### config.mk
export PLATFORM = sky130hd
export DESIGN_NAME = button_conditioner
export DESIGN_NICKNAME = d
export VERILOG_FILES = /design/src/rtl/clock_pkg.sv /design/src/rtl/btn_debounce.sv /design/src/rtl/button_conditioner.sv
export SDC_FILE = /design/constraint.sdc
export NUM_CORES = 1
export LEC_CHECK = 0
export CORE_MARGIN = 2
export CORE_UTILIZATION = 41
export DETAILED_ROUTE_END_ITERATION = 16
export GPL_TIMING_DRIVEN = 0
export PLACE_DENSITY_LB_ADDON = 0.25
export SLEW_MARGIN = 40
export SYNTH_ARGS = -nofsm -noshare
export SYNTH_HDL_FRONTEND = slang
export SYNTH_SLANG_ARGS = --single-unit
### constraint.sdc
create_clock -name clk -period 4.46 [get_ports clk]
set_clock_uncertainty 0.15 [all_clocks]
set_input_delay 0.892 -clock clk [delete_from_list [all_inputs] [get_ports clk]]
set_output_delay 0.892 -clock clk [all_outputs]
set_load 0.01 [all_outputs]
### src/rtl/clock_pkg.sv
// clock_pkg: shared types and defaults for the button conditioner.
//   rpt_state_t  - auto-repeat FSM states (IDLE, DELAY, REPEAT)
//   *_D          - default values for the debounce / repeat parameters
//   CNT_W        - width of every debounce / repeat counter
//   sat_inc      - saturating increment for CNT_W-bit counters
package clock_pkg;

  typedef enum logic [1:0] {
    IDLE   = 2'd0,
    DELAY  = 2'd1,
    REPEAT = 2'd2
  } rpt_state_t;

  localparam int DB_CYCLES_D = 4;
  localparam int RPT_DELAY_D = 3;
  localparam int RPT_RATE_D  = 1;
  localparam int CNT_W       = 8;

  // Counters stop at all-ones instead of wrapping back to zero.
  function automatic logic [CNT_W-1:0] sat_inc(input logic [CNT_W-1:0] v);
    return (v == {CNT_W{1'b1}}) ? v : v + 1'b1;
  endfunction

endpackage

### src/rtl/btn_debounce.sv
// btn_debounce: synchronizer + debounce filter for one push-button.
//   clk, rst : clock and synchronous active-high reset
//   raw      : asynchronous, bouncing button input
//   level    : debounced level (registered)
//   rise     : one-cycle pulse, high in the cycle level first reads 1
// A raw edge reaches level 2 + DB_CYCLES cycles later: two synchronizer
// stages, then DB_CYCLES consecutive mismatching samples.
module btn_debounce
  import clock_pkg::*;
#(
  parameter int DB_CYCLES = DB_CYCLES_D
) (
  input  logic clk,
  input  logic rst,
  input  logic raw,
  output logic level,
  output logic rise
);

  localparam logic [CNT_W-1:0] DB_LAST = CNT_W'(DB_CYCLES);

  logic             sync1;
  logic             sync2;
  logic [CNT_W-1:0] cnt;

  always_ff @(posedge clk) begin
    if (rst) begin
      sync1 <= 1'b0;
      sync2 <= 1'b0;
      cnt   <= '0;
      level <= 1'b0;
      rise  <= 1'b0;
    end else begin
      sync1 <= raw;
      sync2 <= sync1;
      rise  <= 1'b0;
      if (sync2 == level) begin
        // Any agreeing sample restarts the count, so bounces are ignored.
        cnt <= '0;
      end else if (sat_inc(cnt) >= DB_LAST) begin
        level <= sync2;
        rise  <= sync2;
        cnt   <= '0;
      end else begin
        cnt <= sat_inc(cnt);
      end
    end
  end

endmodule

### src/rtl/button_conditioner.sv
// button_conditioner: debounces the five clock-setting buttons and turns
// them into the mode levels, advance strobes and alarm enable used by the
// clock top level.
//   clk, rst          : clock, synchronous active-high reset
//   timeset_raw       : raw "set time" mode button
//   alarmset_raw      : raw "set alarm" mode button
//   minadv_raw        : raw minute-advance button
//   hrsadv_raw        : raw hour-advance button
//   alarmon_raw       : raw alarm on/off button
//   Timeset, Alarmset : debounced mode levels (Timeset wins, never both 1)
//   Minadv, Hrsadv    : one-cycle advance strobes with auto-repeat
//   Alarmon           : alarm enable, toggled by each accepted press
// Advance FSM: IDLE -> DELAY on an accepted press while a mode is active
// (strobe), DELAY -> REPEAT after RPT_DELAY cycles (strobe), then a strobe
// every RPT_RATE cycles. Releasing the button or leaving the mode returns
// to IDLE with no strobe.
module button_conditioner
  import clock_pkg::*;
#(
  parameter int DB_CYCLES = DB_CYCLES_D,
  parameter int RPT_DELAY = RPT_DELAY_D,
  parameter int RPT_RATE  = RPT_RATE_D
) (
  input  logic clk,
  input  logic rst,
  input  logic timeset_raw,
  input  logic alarmset_raw,
  input  logic minadv_raw,
  input  logic hrsadv_raw,
  input  logic alarmon_raw,
  output logic Timeset,
  output logic Alarmset,
  output logic Minadv,
  output logic Hrsadv,
  output logic Alarmon
);

  localparam logic [CNT_W-1:0] DELAY_LAST = CNT_W'(RPT_DELAY);
  localparam logic [CNT_W-1:0] RATE_LAST  = CNT_W'(RPT_RATE);

  logic ts_level, as_level, am_level;
  logic ts_rise_unused, as_rise_unused, am_level_unused;
  logic am_rise;
  logic adv_level [2];
  logic adv_rise  [2];
  logic mode;

  btn_debounce #(.DB_CYCLES(DB_CYCLES)) u_db_timeset (
    .clk(clk), .rst(rst), .raw(timeset_raw),
    .level(ts_level), .rise(ts_rise_unused));

  btn_debounce #(.DB_CYCLES(DB_CYCLES)) u_db_alarmset (
    .clk(clk), .rst(rst), .raw(alarmset_raw),
    .level(as_level), .rise(as_rise_unused));

  btn_debounce #(.DB_CYCLES(DB_CYCLES)) u_db_minadv (
    .clk(clk), .rst(rst), .raw(minadv_raw),
    .level(adv_level[0]), .rise(adv_rise[0]));

  btn_debounce #(.DB_CYCLES(DB_CYCLES)) u_db_hrsadv (
    .clk(clk), .rst(rst), .raw(hrsadv_raw),
    .level(adv_level[1]), .rise(adv_rise[1]));

  btn_debounce #(.DB_CYCLES(DB_CYCLES)) u_db_alarmon (
    .clk(clk), .rst(rst), .raw(alarmon_raw),
    .level(am_level), .rise(am_rise));

  // Only the press edge of alarmon matters; its level is not used.
  assign am_level_unused = am_level;

  assign Timeset  = ts_level;
  assign Alarmset = as_level & ~ts_level;
  assign mode     = ts_level | as_level;

  always_ff @(posedge clk) begin
    if (rst) begin
      Alarmon <= 1'b0;
    end else if (am_rise) begin
      Alarmon <= ~Alarmon;
    end
  end

  // Index 0 = minutes, 1 = hours; the two FSMs share nothing but mode.
  rpt_state_t       rpt_state [2];
  logic [CNT_W-1:0] rpt_cnt   [2];
  logic             strobe    [2];

  for (genvar i = 0; i < 2; i++) begin : g_adv
    always_ff @(posedge clk) begin
      if (rst) begin
        rpt_state[i] <= IDLE;
        rpt_cnt[i]   <= '0;
        strobe[i]    <= 1'b0;
      end else begin
        strobe[i] <= 1'b0;
        if (!adv_level[i] || !mode) begin
          rpt_state[i] <= IDLE;
          rpt_cnt[i]   <= '0;
        end else begin
          case (rpt_state[i])
            IDLE: begin
              // Only a fresh press counts: a button held before the mode
              // came up never produces a rise here.
              if (adv_rise[i]) begin
                rpt_state[i] <= DELAY;
                rpt_cnt[i]   <= '0;
                strobe[i]    <= 1'b1;
              end
            end
            DELAY: begin
              if (sat_inc(rpt_cnt[i]) >= DELAY_LAST) begin
                rpt_state[i] <= REPEAT;
                rpt_cnt[i]   <= '0;
                strobe[i]    <= 1'b1;
              end else begin
                rpt_cnt[i] <= sat_inc(rpt_cnt[i]);
              end
            end
            REPEAT: begin
              if (sat_inc(rpt_cnt[i]) >= RATE_LAST) begin
                rpt_cnt[i] <= '0;
                strobe[i]  <= 1'b1;
              end else begin
                rpt_cnt[i] <= sat_inc(rpt_cnt[i]);
              end
            end
            default: begin
              rpt_state[i] <= IDLE;
              rpt_cnt[i]   <= '0;
            end
          endcase
        end
      end
    end
  end

  assign Minadv = strobe[0];
  assign Hrsadv = strobe[1];

endmodule

### After elaboration in Yosys (flattened, before gate mapping)

Memory sizes are Yosys's and may differ from the RTL's.
Index checks and enable logic that the tools add are counted.

| operators by class | value |
|---|---|
| $add $sub $neg | 7 |
| multipliers | 0 |
| div/mod/pow operators | 0 |
| order comparisons | 9 |
| equal/unequal tests | 16 |
| shifts and indexed selects | 0 |
| mux-type cells | 104 |
| bitwise gates (word level) | 42 |
| reduce and logical (&&, ||, !) cells | 22 |

Operators with widths:

| cell | number |
|---|---|
| two-way mux 8 bit | 21 |
| two-way mux 1 bit | 75 |
| adder 8 x 1 -> 8 bit (second input constant) | 7 |
| == test 8 bit (second input constant) | 7 |
| greater-or-equal comparator 8 x 3 -> 1 bit (second input constant) | 5 |
| OR 1 bit | 31 |
| OR reduction 3 bit | 10 |
| greater-or-equal comparator 8 x 1 -> 1 bit (second input constant) | 2 |
| greater-or-equal comparator 8 x 2 -> 1 bit (second input constant) | 2 |
| two-way mux 2 bit | 8 |
| inverter 1 bit | 10 |
| AND reduction 2 bit | 5 |
| == test 1 bit | 5 |
| == test 2 x 1 -> 1 bit (second input constant) | 2 |
| == test 2 bit (second input constant) | 2 |
| logical NOT 2 bit | 2 |
| logical NOT 1 bit | 3 |
| logical OR 1 bit | 2 |
| AND 1 bit | 1 |

| word-level totals | value |
|---|---|
| flip-flop bits (word level) | 59 |
| latch bits | 0 |
| bits in writable memories | 22 |
| ROM bits | 0 |
| input bits | 7 |
| output and inout bits | 5 |
| word-level logic and storage cells | 227 |
| memories | 3 |

Memory list:

| name | words | width | read ports | clocked after memory_dff | write ports | line | RTL |
|---|---|---|---|---|---|---|---|
| rpt_cnt | 2 | 8 | 2 | 0 | 2 | button_conditioner.sv:85 | `logic [CNT_W-1:0] rpt_cnt [2];` |
| rpt_state | 2 | 2 | 2 | 0 | 2 | button_conditioner.sv:84 | `rpt_state_t rpt_state [2];` |
| strobe | 2 | 1 | 2 | 0 | 2 | button_conditioner.sv:86 | `logic strobe [2];` |

### Logic depth before layout (Yosys ltp)

| logic depth | value |
|---|---|
| word-level depth | 13 |
| mapped depth | 6 |
| depth with buffers taken out | 6 |

### Hierarchy

Synthesis repeated with hierarchy kept, for this count alone.

| unflattened totals | value |
|---|---|
| cells, all modules | 329 |
| area, all modules | 3562.2 um^2 |

Modules (own cells, without submodules):

| module | times used | cells an instance | area each (um^2) | sequential area each (um^2) |
|---|---|---|---|---|
| btn_debounce | 5 | 39 | 444.2 | 240.2 |
| button_conditioner | 1 | 134 | 1341.3 | 670.6 |

### Worst setup path before layout

No wires, ideal clock.

| path | value |
|---|---|
| path kind | input to register |
| start | input rst |
| end | memory rpt_cnt[1][0] (enable) |
| library setup time | 0.294 ns |
| data arrival time | 1.940 ns |
| data required time | 4.016 ns |
| slack | 2.076 ns |
| cell stages on the path | 4 |
| path buffers | 0 |
| cells stage by stage | o21ba_2 > nand2_1 > or2_2 > or3_1 |

RTL lines:

| what | line | RTL |
|---|---|---|
| start: declaration | button_conditioner.sv:25 | `input logic rst,` |
| end: declaration | button_conditioner.sv:85 |  |

==> impl_metrics.json <==
{
  "start_util": 0.429,
  "dp_hpwl_um": 3540,
  "r2r_start": "rpt_cnt[0][0]$_SDFFCE_PP0P_",
  "fill_cells": 719,
  "reg2reg_depth": 5,
  "grt_max_degree": 16,
  "multi_input_area_um2": 1630,
  "nets": 376,
  "start_kind": "primary input",
  "drt_wl_total_um": 4830,
  "drt-met1-wl_um": 2370,
  "met3_length_um": 180,
  "clock-sinks": 81,
  "antennaDiodeCount": 0,
  "synth_ff_type": "dfxtp_1",
  "core.rowCount": 32,
  "grt_pass1_wl_um": 8120,
  "vias": 2276,
  "status": "finished clean",
  "core_area_um2": 7810,
  "hold_violations": 0,
  "synth_largest_area_cell": "dfxtp_1",
  "routabilityCongestion": 0.890,
  "cts_tree": "yes",
  "postRouteAntennaNets": 0,
  "cts.clk_slew.worst_paths_ns": 0.08,
  "routed.top_layer": "met4",
  "wire_per_inst_um": 10.3,
  "synth_top_cells_by_count": "dfxtp_1 (60), edfxtp_1 (21), nand3_1 (16), nor2_1 (16)",
  "fp.dieW_um": 94.4,
  "dr.pass1.iters": 4,
  "synth_area_per_cell_um2": 11.2,
  "cap_viol_max_count": 0,
  "yosys_warnings": 0,
  "clockBufferDepth": 2,
  "die_area_um2": 8900,
  "synth.most_common_cell": "dfxtp_1",
  "drive_gt1_frac": 0.0872,
  "via_per_inst": 4.85,
  "finalSetupViolCount": 0,
  "ctsRootBufferMaster": "clkbuf_8",
  "grt_pass1_vias": 1957,
  "p_leak_nw": 1.51,
  "placedCellCount": 453,
  "grt_overflow": 0,
  "areaGrowthSynthToFinish_pct": 16.9,
  "rsz0062_at_grt": "false",
  "end_kind": "flip-flop",
  "timing_worst_setup_path_type": "primary input to flip-flop",
  "p_per_area_nw_per_um2": 339,
  "yosys.cell_types.count": 52,
  "cp-startpoint": "rst",
  "htree_levels": 3,
  "min_from": "u_db_timeset.sync1$_SDFF_PP0_",
  "regArea_um2": 1830,
  "syn-instance-count": 299,
  "ys_seq_area_frac": 0.547,
  "synthArstFlopShare": 0,
  "synth_area_um2": 3350,
  "hold_depth": 1,
  "postCtsSetupBuffers": 0,
  "synth_seq_cells": 81,
  "fin_crit_ns": 2.67,
  "worstHoldPathType": "flip-flop to flip-flop",
  "synth_top_area_frac": 0.359,
  "drv_slew": 0,
  "placed_cell_area_um2": 3740,
  "fin_tns_setup_ns": 0,
  "irDropWorstVdd_v": 0.000196,
  "portBuffers": 11,
  "cts_buffers": 9,
  "crit_required_ns": 4.36,
  "relSlewSlack": 0.649,
  "fin_cells": 469,
  "final.period_utilization": 0.598,
  "worstSkewPairLatency_ns": 0.35,
  "power_mw": 1.33,
  "cp_data_arrival_time_ns": 2.57,
  "grt_util_all_layers": 0.116,
  "drtIter0Drc": 81,
  "ctsHoldBuffers": 0,
  "path_max_fanout": 8,
  "fmax_ghz": 0.375,
  "route.detailed.drc": 0,
  "synthTopCellsByArea": "dfxtp_1 (36%), edfxtp_1 (19%), mux2i_1 (3.6%), xnor2_1 (3.4%), ha_1 (2.6%)",
  "cts-resized-gates": 0,
  "wl_met2_um": 2150,
  "synth-edff-count": 21,
  "worst_pin_slew_ns": 0.522,
  "die_h_um": 94.4,
  "io_pins": 12,
  "finish.instance_area_um2": 3910,
  "antenna_found_initial": 0
}
[power breakdown]
group          switching, mW  total (mW)  internal [mW]
combinational         0.0231      0.0527         0.0296
clock                  0.266       0.474          0.208
sequential            0.0201       0.799          0.779
[layout by cell type, fill, tap and decap left out, types with 7 or more instances in the layout]
cell type and n:
conb_1 43, nor2_1 16, nand2_1 13, nor2b_1 13
mux2i_1 12, and3_1 7, nor3_1 11, nand2b_1 12
dfxtp_1 60, edfxtp_1 21, ha_1 7, nand3_1 16
clkbuf_8 10, nor4_1 11, xnor2_1 13, clkdlybuf4s50_1 11
[state kept, by name (all words and copies together) (netlist names), 2 cells and up]
signal	count
u_db_alarmon.cnt	8
u_db_alarmset.cnt	8
u_db_hrsadv.cnt	8
u_db_timeset.cnt	8
u_db_minadv.cnt	8
strobe	2
rpt_state	4
rpt_cnt	16
[critical path: stages]
cell and delay, ns:
clkdlybuf4s50_1 0.45, o21ba_2 0.35, nand2_1 0.09, or2_2 0.31, or3_1 0.49
[final timing paths]
check / end / slack (ns)
worst min register to register: u_db_timeset.sync2$_SDFF_PP0_ / 0.29
worst max-delay path: rpt_cnt[1][6]$_SDFFCE_PP0P_ / 1.79
worst max register to register: rpt_state[0][0]$_SDFFCE_PP0P_ / 2.09
worst min-delay path: u_db_timeset.sync2$_SDFF_PP0_ / 0.29
[cells by family (layout without fill, tap and decap cells)]
kind of cell | count (synthesis) | in the layout | share of synthesized area
other | 2 | 43 | 0.00224
and+or+nand+nor | 128 | 128 | 0.223
DFF | 81 | 81 | 0.547
AOI/OAI and AO/OA | 42 | 42 | 0.0946
buffers and inverters | 6 | 33 | 0.0120
muxes | 14 | 14 | 0.0449
adders and majority gates | 7 | 7 | 0.0262
xor gates and xnor gates | 19 | 19 | 0.0497
[area by class of cell]
class | count | share of cell area
buffer | 4 | 0.00831
clock buffer | 10 | 0.0326
sequential | 81 | 0.468
tap | 102 | 0.0326
timing repair buffer | 11 | 0.0281
clock inverter | 6 | 0.0121
inverter | 2 | 0.00192
multi-input combinational | 253 | 0.416
[through the flow]
stage,setup slack [ns],hold WS (ns),util
5_1_grt,1.71,0.307,0.501
3_5_place_dp,1.45,0.271,0.479
4_1_cts,1.82,0.291,0.501
3_3_place_gp,1.47,0.270,0.479
2_1_floorplan,2.08,0.264,-
6_report,1.79,0.289,0.501
[routing by layer]
| layer | GRT usage | up-vias |
|---|---|---|
| met5 | 0 | - |
| met4 | 0.0652 | 0 |
| met3 | 0.0263 | 11 |
| met2 | 0.186 | 40 |
| met1 | 0.145 | 1018 |
| li1 | - | 1207 |
(Power assumes the default switching activity.)
